### src/rtl/qam_demapper_if.sv
// Valid/ready bus between the equaliser, the QAM demapper and the bit deserialiser.
// The out_err field exists only when QAM_DEMAPPER_EVM_EN is defined.
interface qam_demapper_if #(
    parameter int SAMPLE_WIDTH = 12,
    parameter int SYM_W        = 4
);
    logic                           in_valid;
    logic                           in_ready;
    logic signed [SAMPLE_WIDTH-1:0] in_i;
    logic signed [SAMPLE_WIDTH-1:0] in_q;
    logic                           out_valid;
    logic                           out_ready;
    logic [SYM_W-1:0]               out_sym;
    logic                           out_clip;
    logic [15:0]                    sym_count;
`ifdef QAM_DEMAPPER_EVM_EN
    logic [SAMPLE_WIDTH:0]          out_err;

    modport slave (
        input  in_valid, in_i, in_q, out_ready,
        output in_ready, out_valid, out_sym, out_clip, sym_count, out_err
    );
    modport master (
        output in_valid, in_i, in_q, out_ready,
        input  in_ready, out_valid, out_sym, out_clip, sym_count, out_err
    );
`else
    modport slave (
        input  in_valid, in_i, in_q, out_ready,
        output in_ready, out_valid, out_sym, out_clip, sym_count
    );
    modport master (
        output in_valid, in_i, in_q, out_ready,
        input  in_ready, out_valid, out_sym, out_clip, sym_count
    );
`endif
endinterface

### src/rtl/qam_demapper.sv
// Hard-decision square-QAM demapper: slices I/Q to the nearest grid point and emits
// its Gray-coded index through a two-stage pipeline. Optional EVM output: QAM_DEMAPPER_EVM_EN.
module qam_demapper #(
    parameter int POINTS       = 16,
    parameter int SAMPLE_WIDTH = 12,
    parameter int FRAC_BITS    = 4
) (
    input  logic          clk,
    input  logic          rst,
    qam_demapper_if.slave bus
);
    localparam int SYM_W = $clog2(POINTS);
    localparam int CW    = SYM_W / 2;
    localparam int SIDE  = 1 << CW;
    localparam int B     = SIDE - 1;
    localparam int XW    = SAMPLE_WIDTH + 2;

    localparam logic signed [XW-1:0]   SIDE_X   = XW'(SIDE);
    localparam logic signed [XW-1:0]   B_X      = XW'(B);
    localparam logic [SAMPLE_WIDTH:0]  CLIP_LIM = (SAMPLE_WIDTH + 1)'((B + 1) << FRAC_BITS);

    if (POINTS != 4 && POINTS != 16 && POINTS != 64 && POINTS != 256) begin : g_bad_points
        $error("qam_demapper: POINTS must be 4, 16, 64 or 256");
    end

    // Floor to grid units, offset by SIDE, halve and clamp: picks the nearest odd level,
    // with exact even boundaries resolving upward.
    function automatic logic [CW-1:0] slice_axis(input logic signed [SAMPLE_WIDTH-1:0] x);
        logic signed [XW-1:0] xe;
        logic signed [XW-1:0] t;
        logic signed [XW-1:0] h;
        logic [CW-1:0]        res;
        xe = {{2{x[SAMPLE_WIDTH-1]}}, x};
        t  = (xe >>> FRAC_BITS) + SIDE_X;
        h  = t >>> 1;
        if (h[XW-1]) begin
            res = '0;
        end else if (h > B_X) begin
            res = CW'(B);
        end else begin
            res = h[CW-1:0];
        end
        return res;
    endfunction

    // Magnitude is formed one bit wider so the most negative sample does not wrap.
    function automatic logic over_limit(input logic signed [SAMPLE_WIDTH-1:0] x);
        logic signed [SAMPLE_WIDTH:0] xe;
        logic [SAMPLE_WIDTH:0]        mag;
        xe  = {x[SAMPLE_WIDTH-1], x};
        mag = xe[SAMPLE_WIDTH] ? $unsigned(-xe) : $unsigned(xe);
        return (mag > CLIP_LIM);
    endfunction

    function automatic logic [SYM_W-1:0] gray_code(input logic [SYM_W-1:0] a);
        return a ^ (a >> 1);
    endfunction

`ifdef QAM_DEMAPPER_EVM_EN
    function automatic logic [SAMPLE_WIDTH:0] evm_metric(
        input logic signed [SAMPLE_WIDTH-1:0] x,
        input logic signed [SAMPLE_WIDTH-1:0] y,
        input logic [CW-1:0]                  c,
        input logic [CW-1:0]                  r
    );
        int dx;
        int dy;
        int sum;
        int max_err;
        max_err = (1 << (SAMPLE_WIDTH + 1)) - 1;
        dx  = int'(x) - ((2 * int'(c) - B) * (1 << FRAC_BITS));
        dy  = int'(y) - ((2 * int'(r) - B) * (1 << FRAC_BITS));
        sum = ((dx < 0) ? -dx : dx) + ((dy < 0) ? -dy : dy);
        if (sum > max_err) begin
            sum = max_err;
        end else begin
            sum = sum;
        end
        return (SAMPLE_WIDTH + 1)'(sum);
    endfunction
`endif

    logic          adv_s;
    logic [CW-1:0] c_s;
    logic [CW-1:0] r_s;
    logic          clip_s;

    logic          s1_valid_r;
    logic [CW-1:0] s1_c_r;
    logic [CW-1:0] s1_r_r;
    logic          s1_clip_r;

    logic             out_valid_r;
    logic [SYM_W-1:0] out_sym_r;
    logic             out_clip_r;
    logic [15:0]      sym_count_r;

`ifdef QAM_DEMAPPER_EVM_EN
    logic signed [SAMPLE_WIDTH-1:0] s1_i_r;
    logic signed [SAMPLE_WIDTH-1:0] s1_q_r;
    logic [SAMPLE_WIDTH:0]          out_err_r;
`endif

    // Whole pipeline advances together whenever the output slot is free or being drained.
    always_comb begin
        adv_s  = !out_valid_r || bus.out_ready;
        c_s    = slice_axis(bus.in_i);
        r_s    = slice_axis(bus.in_q);
        clip_s = over_limit(bus.in_i) || over_limit(bus.in_q);
    end

    // Stage 1: per-axis decisions and clip flag.
    always_ff @(posedge clk or posedge rst) begin
        if (rst) begin
            s1_valid_r <= 1'b0;
            s1_c_r     <= '0;
            s1_r_r     <= '0;
            s1_clip_r  <= 1'b0;
`ifdef QAM_DEMAPPER_EVM_EN
            s1_i_r     <= '0;
            s1_q_r     <= '0;
`endif
        end else if (adv_s) begin
            s1_valid_r <= bus.in_valid;
            s1_c_r     <= c_s;
            s1_r_r     <= r_s;
            s1_clip_r  <= clip_s;
`ifdef QAM_DEMAPPER_EVM_EN
            s1_i_r     <= bus.in_i;
            s1_q_r     <= bus.in_q;
`endif
        end else begin
            s1_valid_r <= s1_valid_r;
        end
    end

    // Stage 2: Gray-coded symbol of the linear address r*SIDE + c.
    always_ff @(posedge clk or posedge rst) begin
        if (rst) begin
            out_valid_r <= 1'b0;
            out_sym_r   <= '0;
            out_clip_r  <= 1'b0;
`ifdef QAM_DEMAPPER_EVM_EN
            out_err_r   <= '0;
`endif
        end else if (adv_s) begin
            out_valid_r <= s1_valid_r;
            out_sym_r   <= gray_code({s1_r_r, s1_c_r});
            out_clip_r  <= s1_clip_r;
`ifdef QAM_DEMAPPER_EVM_EN
            out_err_r   <= evm_metric(s1_i_r, s1_q_r, s1_c_r, s1_r_r);
`endif
        end else begin
            out_valid_r <= out_valid_r;
        end
    end

    // Delivered-symbol counter, wrapping at 16 bits.
    always_ff @(posedge clk or posedge rst) begin
        if (rst) begin
            sym_count_r <= 16'd0;
        end else if (out_valid_r && bus.out_ready) begin
            sym_count_r <= sym_count_r + 16'd1;
        end else begin
            sym_count_r <= sym_count_r;
        end
    end

    assign bus.in_ready  = adv_s;
    assign bus.out_valid = out_valid_r;
    assign bus.out_sym   = out_sym_r;
    assign bus.out_clip  = out_clip_r;
    assign bus.sym_count = sym_count_r;
`ifdef QAM_DEMAPPER_EVM_EN
    assign bus.out_err   = out_err_r;
`endif

endmodule

### src/flat_wrapper.sv
// flat-port wrapper written by rule: the top's interface ports become plain ports
module qam_demapper_flat 
#(
    parameter int POINTS       = 16,
    parameter int SAMPLE_WIDTH = 12,
    parameter int FRAC_BITS    = 4
)
  (clk, rst, bus_in_valid, bus_in_i, bus_in_q, bus_out_ready, bus_in_ready, bus_out_valid, bus_out_sym, bus_out_clip, bus_sym_count);
  qam_demapper_if #(.SAMPLE_WIDTH(SAMPLE_WIDTH), .SYM_W(4)) bus_i ();
  input  logic clk;
  input  logic rst;
  input wire logic [$bits(bus_i.in_valid)-1:0] bus_in_valid;
  input wire logic [$bits(bus_i.in_i)-1:0] bus_in_i;
  input wire logic [$bits(bus_i.in_q)-1:0] bus_in_q;
  input wire logic [$bits(bus_i.out_ready)-1:0] bus_out_ready;
  output wire logic [$bits(bus_i.in_ready)-1:0] bus_in_ready;
  output wire logic [$bits(bus_i.out_valid)-1:0] bus_out_valid;
  output wire logic [$bits(bus_i.out_sym)-1:0] bus_out_sym;
  output wire logic [$bits(bus_i.out_clip)-1:0] bus_out_clip;
  output wire logic [$bits(bus_i.sym_count)-1:0] bus_sym_count;
  assign bus_i.in_valid = bus_in_valid;
  assign bus_i.in_i = bus_in_i;
  assign bus_i.in_q = bus_in_q;
  assign bus_i.out_ready = bus_out_ready;
  assign bus_in_ready = bus_i.in_ready;
  assign bus_out_valid = bus_i.out_valid;
  assign bus_out_sym = bus_i.out_sym;
  assign bus_out_clip = bus_i.out_clip;
  assign bus_sym_count = bus_i.sym_count;
  qam_demapper #(.POINTS(POINTS), .SAMPLE_WIDTH(SAMPLE_WIDTH), .FRAC_BITS(FRAC_BITS)) u_core (.clk(clk), .rst(rst), .bus(bus_i));
endmodule
### config.mk
export PLATFORM = sky130hd
export DESIGN_NAME = qam_demapper_flat
export DESIGN_NICKNAME = d
export VERILOG_FILES = /design/src/rtl/qam_demapper_if.sv /design/src/rtl/qam_demapper.sv /design/src/flat_wrapper.sv
export SDC_FILE = /design/constraint.sdc
export NUM_CORES = 1
export LEC_CHECK = 0
export CORE_ASPECT_RATIO = 0.75
export CORE_MARGIN = 3
export CORE_UTILIZATION = 52
export DETAILED_ROUTE_END_ITERATION = 16
export PLACE_DENSITY = 0.85
export SLEW_MARGIN = 20
export SYNTH_ARGS = -nofsm -noshare
export SYNTH_HDL_FRONTEND = slang
export SYNTH_SLANG_ARGS = --single-unit
### constraint.sdc
create_clock -name clk -period 3.55 [get_ports clk]
set_input_delay 0.71 -clock clk [delete_from_list [all_inputs] [get_ports clk]]
set_output_delay 0.71 -clock clk [all_outputs]
set_load 0.01 [all_outputs]
==> Yosys cells after proc, flatten, opt, wreduce, memory -nomap -nowiden <==
Cells that the tools add are included.
{ "op_classes": {"n_bitwise": 1, "magnitude_cmp": 4, "reduce_logical": 4, "addsub": 5, "n_mux": 6} }
{ "op_table": {"columns": ["cell", "n"], "rows": [
  ["> comparator 13 x 7 -> 1 bit (second input constant)", 2],
  ["two-way mux 13 bit", 2],
  ["negation 12 -> 13 bit", 2],
  ["adder 8 x 4 -> 9 bit (second input constant)", 2],
  ["adder 16 x 1 -> 16 bit (second input constant)", 1],
  ["> comparator 8 x 3 -> 1 bit (second input constant)", 2],
  ["two-way mux 2 bit", 4],
  ["XOR 4 x 3 -> 4 bit", 1],
  ["logical OR 1 bit", 2],
  ["logical AND 1 bit", 1],
  ["logical NOT 1 bit", 1]
]} }
{ "word_totals": {"word_cells": 28, "regBits": 28, "in_bits": 28, "output_inout_bits": 23} }

==> Longest topological paths before layout <==
Gate-level depths: netlist of the first run.
{ "depth": {"depth_word": 4, "depth_mapped": 8, "depth_no_buf": 7} }

==> Worst setup path after synthesis of the first run <==
Ideal clock, no wire load.
{ "synth_timing": {"path_type": "input -> register", "startpoint": "in bus_in_i[5]", "endpoint": "reg u_core.s1_clip_r", "setup_slack_ns": 1.508, "stages": 6, "required_ns": 3.414, "setup_ns": 0.136, "t_arrival_ns": 1.906, "n_path_buf": 0, "path_cell_list": "or4_4 -> nor4_4 -> mux2_1 -> nand4_1 -> a211oi_1 -> a31oi_1"} }
{ "synth_between": {"elab_chain_len": 4} }
{ "synth_rtl": {"columns": ["element", "line_no", "source"], "rows": [
  ["start: declaration", "flat_wrapper.sv:13", "input wire logic [$bits(bus_i.in_i)-1:0] bus_in_i;"],
  ["negation 12 -> 13 bit", "qam_demapper.sv:51", "mag = xe[SAMPLE_WIDTH] ? $unsigned(-xe) : $unsigned(xe);"],
  ["two-way mux 13 bit (*)", "qam_demapper.sv:51", null],
  ["> comparator 13 x 7 -> 1 bit (*)", "qam_demapper.sv:52", "return (mag > CLIP_LIM);"],
  ["logical OR 1 bit (*)", "qam_demapper.sv:109", "clip_s = over_limit(bus.in_i) || over_limit(bus.in_q);"],
  ["end signal: assignment", "qam_demapper.sv:127", "s1_clip_r <= clip_s;"],
  ["end: declaration", "qam_demapper.sv:91", "logic s1_clip_r;"]
]} }
Every way passes the cells marked *; elsewhere a longest branch is shown, timed or not.
A chain may end at the register's enable or synchronous reset.

==> Worst setup path in the final report of the first run <==
{ "layout_timing": {"startpoint": "in bus_out_ready", "endpoint": "out bus_in_ready"} }
{ "layout_between": {"elab_chain_len": 1} }
{ "layout_rtl": {"columns": ["element", "line_no", "source"], "rows": [
  ["start: declaration", "flat_wrapper.sv:15", "input wire logic [$bits(bus_i.out_ready)-1:0] bus_out_ready;"],
  ["logical OR 1 bit", "qam_demapper.sv:106", "adv_s = !out_valid_r || bus.out_ready;"],
  ["end: declaration", "flat_wrapper.sv:16", "output wire logic [$bits(bus_i.in_ready)-1:0] bus_in_ready;"]
]} }
No other way between the ends.

==> reports/qor.txt, run 1 <==
RUN STATUS
------------------------------------------------------------------------------------------------------
Status                                                                                       completed

FLOORPLANNING
------------------------------------------------------------------------------------------------------
Effective utilization at floorplan                                                               55.2%
Die area                                                                                     4290 um^2
Number of rows created at floorplan                                                                 18
Core region area                                                                             3330 um^2
Vertical extent of the die                                                                     57.5 um
IO Count                                                                                            51
Chip Width                                                                                     74.7 um

SYNTHESIS
------------------------------------------------------------------------------------------------------
Flop and latch count out of synthesis                                                               28
Total standard cell area after synthesis                                                     1840 um^2
Netlist cell types                                                                                  42
Synth async-reset ratio                                                                           100%
Synthesis Warnings                                                                                   0
Synthesized netlist cell count                                                                     209
Total nets after synthesis                                                                         246
Number of enable-type register cells in the synthesized netlist                                      0
Flip-flop cell with the highest count after synthesis                                          dfrtp_1
Sequential fraction of the synthesis area                                                        38.1%
Average cell area after synthesis                                                            8.80 um^2

WORST SETUP PATH
------------------------------------------------------------------------------------------------------
Critical path class                                                                          in -> out
Data arrival time of the worst path                                                            1.97 ns
FF-to-FF End                                                                              u_core.bus.sym_count[15]$_DFFE_PP0P_
Slowest cell delay on critical path                                                            0.57 ns
Setup slack of the worst register-to-register path                                             1.74 ns
Startpoint Class                                                                            input port
Worst flop-to-flop path startpoint                                                        u_core.bus.out_valid$_DFFE_PP0P_
Critical path cell sequence                                                               clkdlybuf4s50_1 -> nor2b_1 -> inv_1 -> clkdlybuf4s50_1
CP Max Fanout                                                                                        7
Cell class contributing the biggest share of worst-path delay                             buffers and inverters
CP bufs+invs                                                                                         3
Crit-path slowest cell                                                                    clkdlybuf4s50_1
Number of cells traversed by the worst register-to-register path                                     6
Crit. End Element                                                                           output pin
Data required time of the worst path                                                           2.84 ns
Cell seen most often among critical-path stages                                           clkdlybuf4s50_1

CLOCK NETWORK
------------------------------------------------------------------------------------------------------
# H-tree levels                                                                                      1
Clock buffers created by TritonCTS                                                                   3
Clock sink total                                                                                    28
CTS hold repair buffers                                                                              0
Clock transition at the register clock pins on the worst setup and hold paths after CTS        0.09 ns
CTS max path bufs                                                                                    2
Resized Gates After CTS                                                                              0
Setup Fix Bufs, Post-CTS                                                                             0
Root buffer selected by CTS                                                                   clkbuf_8
TritonCTS clock tree                                                                              done
Clock latency reported for the late side of the worst-skew pair                                0.27 ns

PWR
------------------------------------------------------------------------------------------------------
Power Density                                                                              420 nW/um^2
IR drop worst, VDD                                                                              264 uV
Leakage power                                                                                  1.02 nW

FINAL LAYOUT
------------------------------------------------------------------------------------------------------
Highest-count cells in the layout ignoring fill and taps                                  50 x clkdlybuf4s50_1, 30 x nand2_1, 28 x dfrtp_1
Signed area change from the synthesized netlist to the final layout                              31.8%
Final layout net count                                                                             295
Number of antenna cells inserted                                                                     0
Final cell count without fillers                                                                   297
Leading cell type in the layout, fill and taps excluded                                   clkdlybuf4s50_1
Layout cell share with drive strength beyond 1                                                   6.23%

ROUTE
------------------------------------------------------------------------------------------------------
Count of nets left with antenna violations after detail routing                                      0
Detailed-route vias per instance                                                                  5.53
Pre-antenna DRT Iters                                                                                4
Wirelength per Cell                                                                            13.8 um
# DRC                                                                                                0
DRC marker count from the first detailed-route iteration                                           119
Total wirelength of the detailed-routed design                                                 4100 um
Total number of vias                                                                             1,641

MIN PATH
------------------------------------------------------------------------------------------------------
Worst min-delay path startpoint                                                           u_core.s1_valid_r$_DFFE_PP0P_
Path type of the worst min-delay path                                                       reg -> reg
Hold worst-path end                                                                       u_core.bus.out_valid$_DFFE_PP0P_
Worst Hold Path Cells                                                                                1

TIMING
------------------------------------------------------------------------------------------------------
Setup-failing EPs final                                                                              0
Post-route clock skew                                                                       0.00242 ns
Maximum clock frequency                                                                        373 MHz
Count of pins over their slew limit                                                                  0
Tightest Pin Transition                                                                       0.554 ns
Minimum clock period                                                                           2.68 ns
Normalized max-slew margin                                                                       63.0%
Unrepaired setup endpoints after global routing                                                  false
Final Hold Fails                                                                                     0
Period Utilization, post-route                                                                   75.6%
Final-layout setup total negative slack                                                           0 ns

PLACEMENT
------------------------------------------------------------------------------------------------------
Cell count after placement                                                                         293
Final HPWL DP                                                                                  3270 um
Port-buffer cells                                                                                   50
Routability cong.                                                                                0.821

GLOBAL ROUTING
------------------------------------------------------------------------------------------------------
Largest net degree at the start of global routing                                                   29
GRT Total Usage                                                                                  20.4%
Gr ovfl total                                                                                        0
First-pass GRT wire length                                                                     6870 um
Number of global-route vias before repair                                                        1,535
Initial antenna violation count                                                                      0

FLOW RUN
------------------------------------------------------------------------------------------------------
Number of max-cap violations                                                                         0

[worst register-to-register path, cell delays in order (launching register included)]
cell and delay [ns]:
dfrtp_1 0.36, and2_1 0.25, and3_1 0.21, nand3_1 0.14, nor3_1 0.42, nand3_1 0.16, xnor2_1 0.16
[how the worst max path moves through the flow]
stage,start,endpoint,slack (ns),cells past startpoint
final,bus_out_ready,bus_in_ready,0.87,4
after global routing,bus_out_ready,bus_in_ready,0.80,4
after CTS,bus_out_ready,bus_in_ready,0.87,4
after detailed placement,bus_in_i[6],u_core.s1_c_r[1]$_DFFE_PP0P_,0.75,8
after global placement,bus_in_i[5],u_core.s1_clip_r$_DFFE_PP0P_,0.89,7
after floorplan,bus_in_i[5],u_core.s1_clip_r$_DFFE_PP0P_,1.51,6
[registers in the layout (all words and copies together), names as in the netlist]
register / count
u_core.bus.sym_count: 16
u_core.s1_valid_r: 1
u_core.s1_r_r: 2
u_core.s1_clip_r: 1
u_core.bus.out_clip: 1
u_core.s1_c_r: 2
u_core.bus.out_valid: 1
u_core.bus.out_sym: 4
[cell usage after synthesis (2+ instances only)]
library cell | n | area share, %
inv_1 | 15 | 3.1
and3_1 | 2 | 0.68
or2_2 | 2 | 0.68
o22ai_1 | 4 | 1.4
a21boi_0 | 2 | 0.82
a21oi_1 | 7 | 1.9
nand2_1 | 30 | 6.1
clkbuf_1 | 4 | 0.82
nor3_1 | 4 | 1.1
nor2_1 | 16 | 3.3
nand4_1 | 10 | 3.4
nand2b_1 | 2 | 0.68
a31oi_1 | 2 | 0.68
mux2_2 | 2 | 1.2
nand3_1 | 10 | 2.7
xor2_1 | 5 | 2.4
o41ai_1 | 2 | 0.95
dfrtp_1 | 28 | 38
ha_1 | 9 | 6.1
a41o_2 | 2 | 1.2
o21ai_0 | 11 | 3.0
a22o_1 | 3 | 1.4
xnor2_1 | 18 | 8.6
[kinds of logic (layout without fill, tap and decap cells)]
kind of cell	Yosys count	in the layout	share of synthesized area, %
AND/OR/NAND/NOR	85	85	23.5
AO/OA/AOI/OAI	39	39	14.1
flip-flops	28	28	38.1
XOR/XNOR	23	23	11.0
buffers and inverters	22	70	5.44
adder cells (fa/ha/maj)	9	9	6.12
multiplexers	3	3	1.84
[cell type report]
| type | instances | area [um^2] |
|---|---|---|
| well taps | 40 | 50.0 |
| flip-flops and latches | 28 | 701 |
| fillers | 277 | 908 |
| inverters | 15 | 56.3 |
| clock buffers | 3 | 41.3 |
| repair buffers | 51 | 508 |
| multi-input cells | 159 | 1040 |
| clock inverters | 1 | 30.0 |
[routing by layer]
metal  routed length [um]  vias to the layer above  GRT usage [%]
met2                 1790                       58           30.3
met4                   14                        0           2.79
met5                    0                        -              0
li1                     -                      831              -
met1                 2080                      750           31.2
met3                  218                        2           4.58
[where the power goes]
part	switching, mW	total, mW	internal [mW]
clock network	0.0955	0.246	0.151
registers	0.0654	0.443	0.377
logic	0.140	0.328	0.188
total	0.301	1.02	0.716
[metrics by stage]
step | hold WS [ns] | power, mW | instance area [um^2] | utilization (%) | setup WS [ns]
floorplan | 0.430 | 0.599 | 1840 | - | 1.51
global placement | 0.440 | 0.768 | 2350 | 70.6 | 0.886
detailed placement | 0.446 | 0.779 | 2350 | 70.6 | 0.754
CTS | 0.468 | 1.02 | 2420 | 72.7 | 0.870
global route | 0.499 | 1.08 | 2420 | 72.7 | 0.798
finish | 0.465 | 1.02 | 2420 | 72.7 | 0.866
No activity file was read; power rests on OpenSTA's default activity.
==> run 2, diff against run 1 <==
CORE_UTILIZATION = 48   (was 52)
PLACE_DENSITY = 0.79   (was 0.85)
clock period = 2.79 ns   (was 3.55 ns; I/O delays follow)
==> run 2 against run 1 <==
Net effect:
- sequential cell count is the same
- critical path depth is 4 higher
- count of clock-buffer cells in the layout unchanged
- sequential share of layout area shrank 0.41 points
- global-route usage shrank 1.1 points
- non-clock buffer count grew 3
- final area increased by 1.4%
==> reports/qor.txt, run 2 (synthesis results as in run 1) <==
CLOCK NETWORK
------------------------------------------------------------------------------------------------------
CTS hold repair buffers                                                                              0   unchanged
CTS max path bufs                                                                                    2   unchanged
Clock sink total                                                                                    28   unchanged
Clock latency reported for the late side of the worst-skew pair                                0.27 ns   about the same
Clock buffers created by TritonCTS                                                                   3   unchanged
Clock transition at the register clock pins on the worst setup and hold paths after CTS        0.09 ns   about the same
Root buffer selected by CTS                                                                   clkbuf_8
# H-tree levels                                                                                      1   unchanged
Resized Gates After CTS                                                                              0   unchanged
Setup Fix Bufs, Post-CTS                                                                             0   unchanged
TritonCTS clock tree                                                                              done

FINAL LAYOUT
------------------------------------------------------------------------------------------------------
Layout Utilization                                                                               70.9%   -1.8 points
Layout fillers                                                                                     286   +3.2%
Number of antenna cells inserted                                                                     0   unchanged
Layout cell share with drive strength beyond 1                                                   6.92%   +0.70 points
Combined flip-flop and latch cell area                                                        701 um^2   unchanged
Leading cell type in the layout, fill and taps excluded                                   clkdlybuf4s50_1
Largest register FFs                                                                                16   unchanged
Final layout net count                                                                             298   +1.0%
Highest-count cells in the layout ignoring fill and taps                                  50 x clkdlybuf4s50_1, 30 x nand2_1, 28 x dfrtp_1
Signed area change from the synthesized netlist to the final layout                              33.7%
Area of combinational cells with multiple inputs                                             1040 um^2   unchanged

ROUTE
------------------------------------------------------------------------------------------------------
DRC marker count from the first detailed-route iteration                                            97   -18%
Wirelength per Cell                                                                            13.9 um   +0.34%
Total number of vias                                                                             1,688   +2.9%
Total wirelength of the detailed-routed design                                                 4300 um   +4.7%
Detailed-route vias per instance                                                                  5.45   -1.4%
Pre-antenna DRT Iters                                                                                4   unchanged
Count of nets left with antenna violations after detail routing                                      0   unchanged
# DRC                                                                                                0   unchanged

PWR
------------------------------------------------------------------------------------------------------
Pint                                                                                          0.915 mW   +28%
Combinational cell fraction of total power                                                       32.5%   +0.2 points
IR drop worst, VDD                                                                              561 uV   +110%
Psw                                                                                           0.393 mW   +30%
Overall power                                                                                  1.31 mW   +29%
Switching share of total power                                                                   30.1%   +0.44 points
Power Density                                                                              532 nW/um^2   +27%
Clock network fraction of design power                                                           24.2%   about the same
Leakage power                                                                                  1.04 nW   +1.5%
Share of total power in sequential cells                                                         43.4%   about the same

WORST SETUP PATH
------------------------------------------------------------------------------------------------------
Crit. End Element                                                                            flip-flop
Data required time of the worst path                                                           2.95 ns   +0.11 ns
Worst flop-to-flop path startpoint                                                        u_core.bus.out_valid$_DFFE_PP0P_
Critical path class                                                                          in -> reg
Worst setup startpoint                                                                     bus_in_i[6]
Data arrival time of the worst path                                                            2.53 ns   +0.56 ns
CP Max Fanout                                                                                        6   -1
Startpoint Class                                                                            input port

TIMING
------------------------------------------------------------------------------------------------------
Post-route setup slack                                                                        0.425 ns   -0.441 ns
Period Utilization, post-route                                                                   84.8%
Maximum clock frequency                                                                        423 MHz
Unrepaired setup endpoints after global routing                                                  false
Count of pins over their slew limit                                                                  0   unchanged
Tightest Pin Transition                                                                       0.510 ns   -0.0437 ns
Final-layout setup total negative slack                                                           0 ns   unchanged
Normalized max-slew margin                                                                       65.7%   +2.7 points
Post-route clock skew                                                                       0.00851 ns   +0.00609 ns
Minimum clock period                                                                           2.36 ns
Final Hold Fails                                                                                     0   unchanged
Setup-failing EPs final                                                                              0   unchanged

FLOORPLANNING
------------------------------------------------------------------------------------------------------
Number of rows created at floorplan                                                                 18   unchanged
IO Count                                                                                            51   unchanged
Die area                                                                                     4620 um^2   +7.5%
Chip Width                                                                                     77.5 um   +3.7%
Vertical extent of the die                                                                     59.6 um   +3.7%
Effective utilization at floorplan                                                               53.0%   -2.1 points
Core region area                                                                             3470 um^2   +4.1%

PLACEMENT
------------------------------------------------------------------------------------------------------
Dpl ws                                                                                        0.208 ns   -0.546 ns
Final HPWL DP                                                                                  3450 um   +5.7%
Port-buffer cells                                                                                   50   unchanged
Routability cong.                                                                                0.873   +6.3%

GLOBAL ROUTING
------------------------------------------------------------------------------------------------------
Gr ovfl total                                                                                        0   unchanged
Met3 track demand over resource in global routing                                                4.41%   -0.17 points
Number of global-route vias before repair                                                        1,551   +1.0%
Largest net degree at the start of global routing                                                   29   unchanged
Met2 Track Usage GR                                                                              32.5%   +2.2 points
Met1 layer usage reported by global route                                                        26.7%   -4.5 points
Highest-utilization routing layer at the global route stage                                       met2
First-pass GRT wire length                                                                     7180 um   +4.6%
Initial antenna violation count                                                                      0   unchanged
GRT Total Usage                                                                                  19.3%   -1.1 points

MIN PATH
------------------------------------------------------------------------------------------------------
Worst min-delay path startpoint                                                           u_core.s1_valid_r$_DFFE_PP0P_
Path type of the worst min-delay path                                                       reg -> reg

RUN STATUS
------------------------------------------------------------------------------------------------------
Status                                                                                       completed

FLOW RUN
------------------------------------------------------------------------------------------------------
Number of max-cap violations                                                                         0   unchanged

## run 2: changes by cell type in the layout (fill, tap and decap cells not counted)
cell | before | now
buf_4 | 1 | 4
inv_2 | 1 | 0
inv_1 | 14 | 15
## run 2: routing by layer
metal | vias up | wire [um] | part of all wire [%]
met3 | 2 | 255 | 5.9
met4 | 0 | 11 | 0.26
met2 | 59 | 2080 | 48
li1 | 840 | - | -
met1 | 787 | 1950 | 45
met5 | - | 0 | 0
## run 2: layout make-up
class / instances / share of cell area, %
flip-flops and latches: 28 / 28.5
clock inverters: 1 / 1.22
inverters: 15 / 2.29
multi-input cells: 159 / 42.2
clock buffers: 3 / 1.68
well taps: 50 / 2.54
repair buffers: 54 / 21.6
## run 2: critical path: stages
cell and delay [ns]:
clkdlybuf4s50_1 0.64, ha_1 0.25, a21boi_0 0.21, a21oi_1 0.10, o22ai_1 0.18, nand3b_1 0.11, or2_2 0.28, a22o_1 0.20
## run 2: final timing paths
check	slack (ns)	cells past startpoint	to
max in group asynchronous	1.89	3	u_core.bus.out_sym[0]$_DFFE_PP0P_
hold / removal	0.46	1	u_core.bus.out_valid$_DFFE_PP0P_
setup / recovery	0.43	8	u_core.s1_c_r[1]$_DFFE_PP0P_
setup reg to reg	1.00	6	u_core.bus.sym_count[15]$_DFFE_PP0P_
hold reg to reg	0.46	1	u_core.bus.out_valid$_DFFE_PP0P_
min in group asynchronous	0.63	3	u_core.bus.sym_count[9]$_DFFE_PP0P_
## run 2: through the flow
stage	cells	hold slack, ns	cell area, um^2
final	310	0.464	2460
after global routing	310	0.496	2460
after CTS	310	0.467	2460
after detailed placement	306	0.444	2390
after global placement	306	0.442	2390
after floorplan	209	0.430	1840
## run 2: power groups by stage
| stage | Sequential, mW | Combinational [mW] | Clock (mW) |
|---|---|---|---|
| 5_1_grt | 0.584 | 0.467 | 0.339 |
| 6_report | 0.567 | 0.425 | 0.316 |
| 3_5_place_dp | 0.576 | 0.428 | 0 |
| 3_3_place_gp | 0.572 | 0.419 | 0 |
| 4_1_cts | 0.568 | 0.431 | 0.320 |
| 2_1_floorplan | 0.590 | 0.172 | 0 |
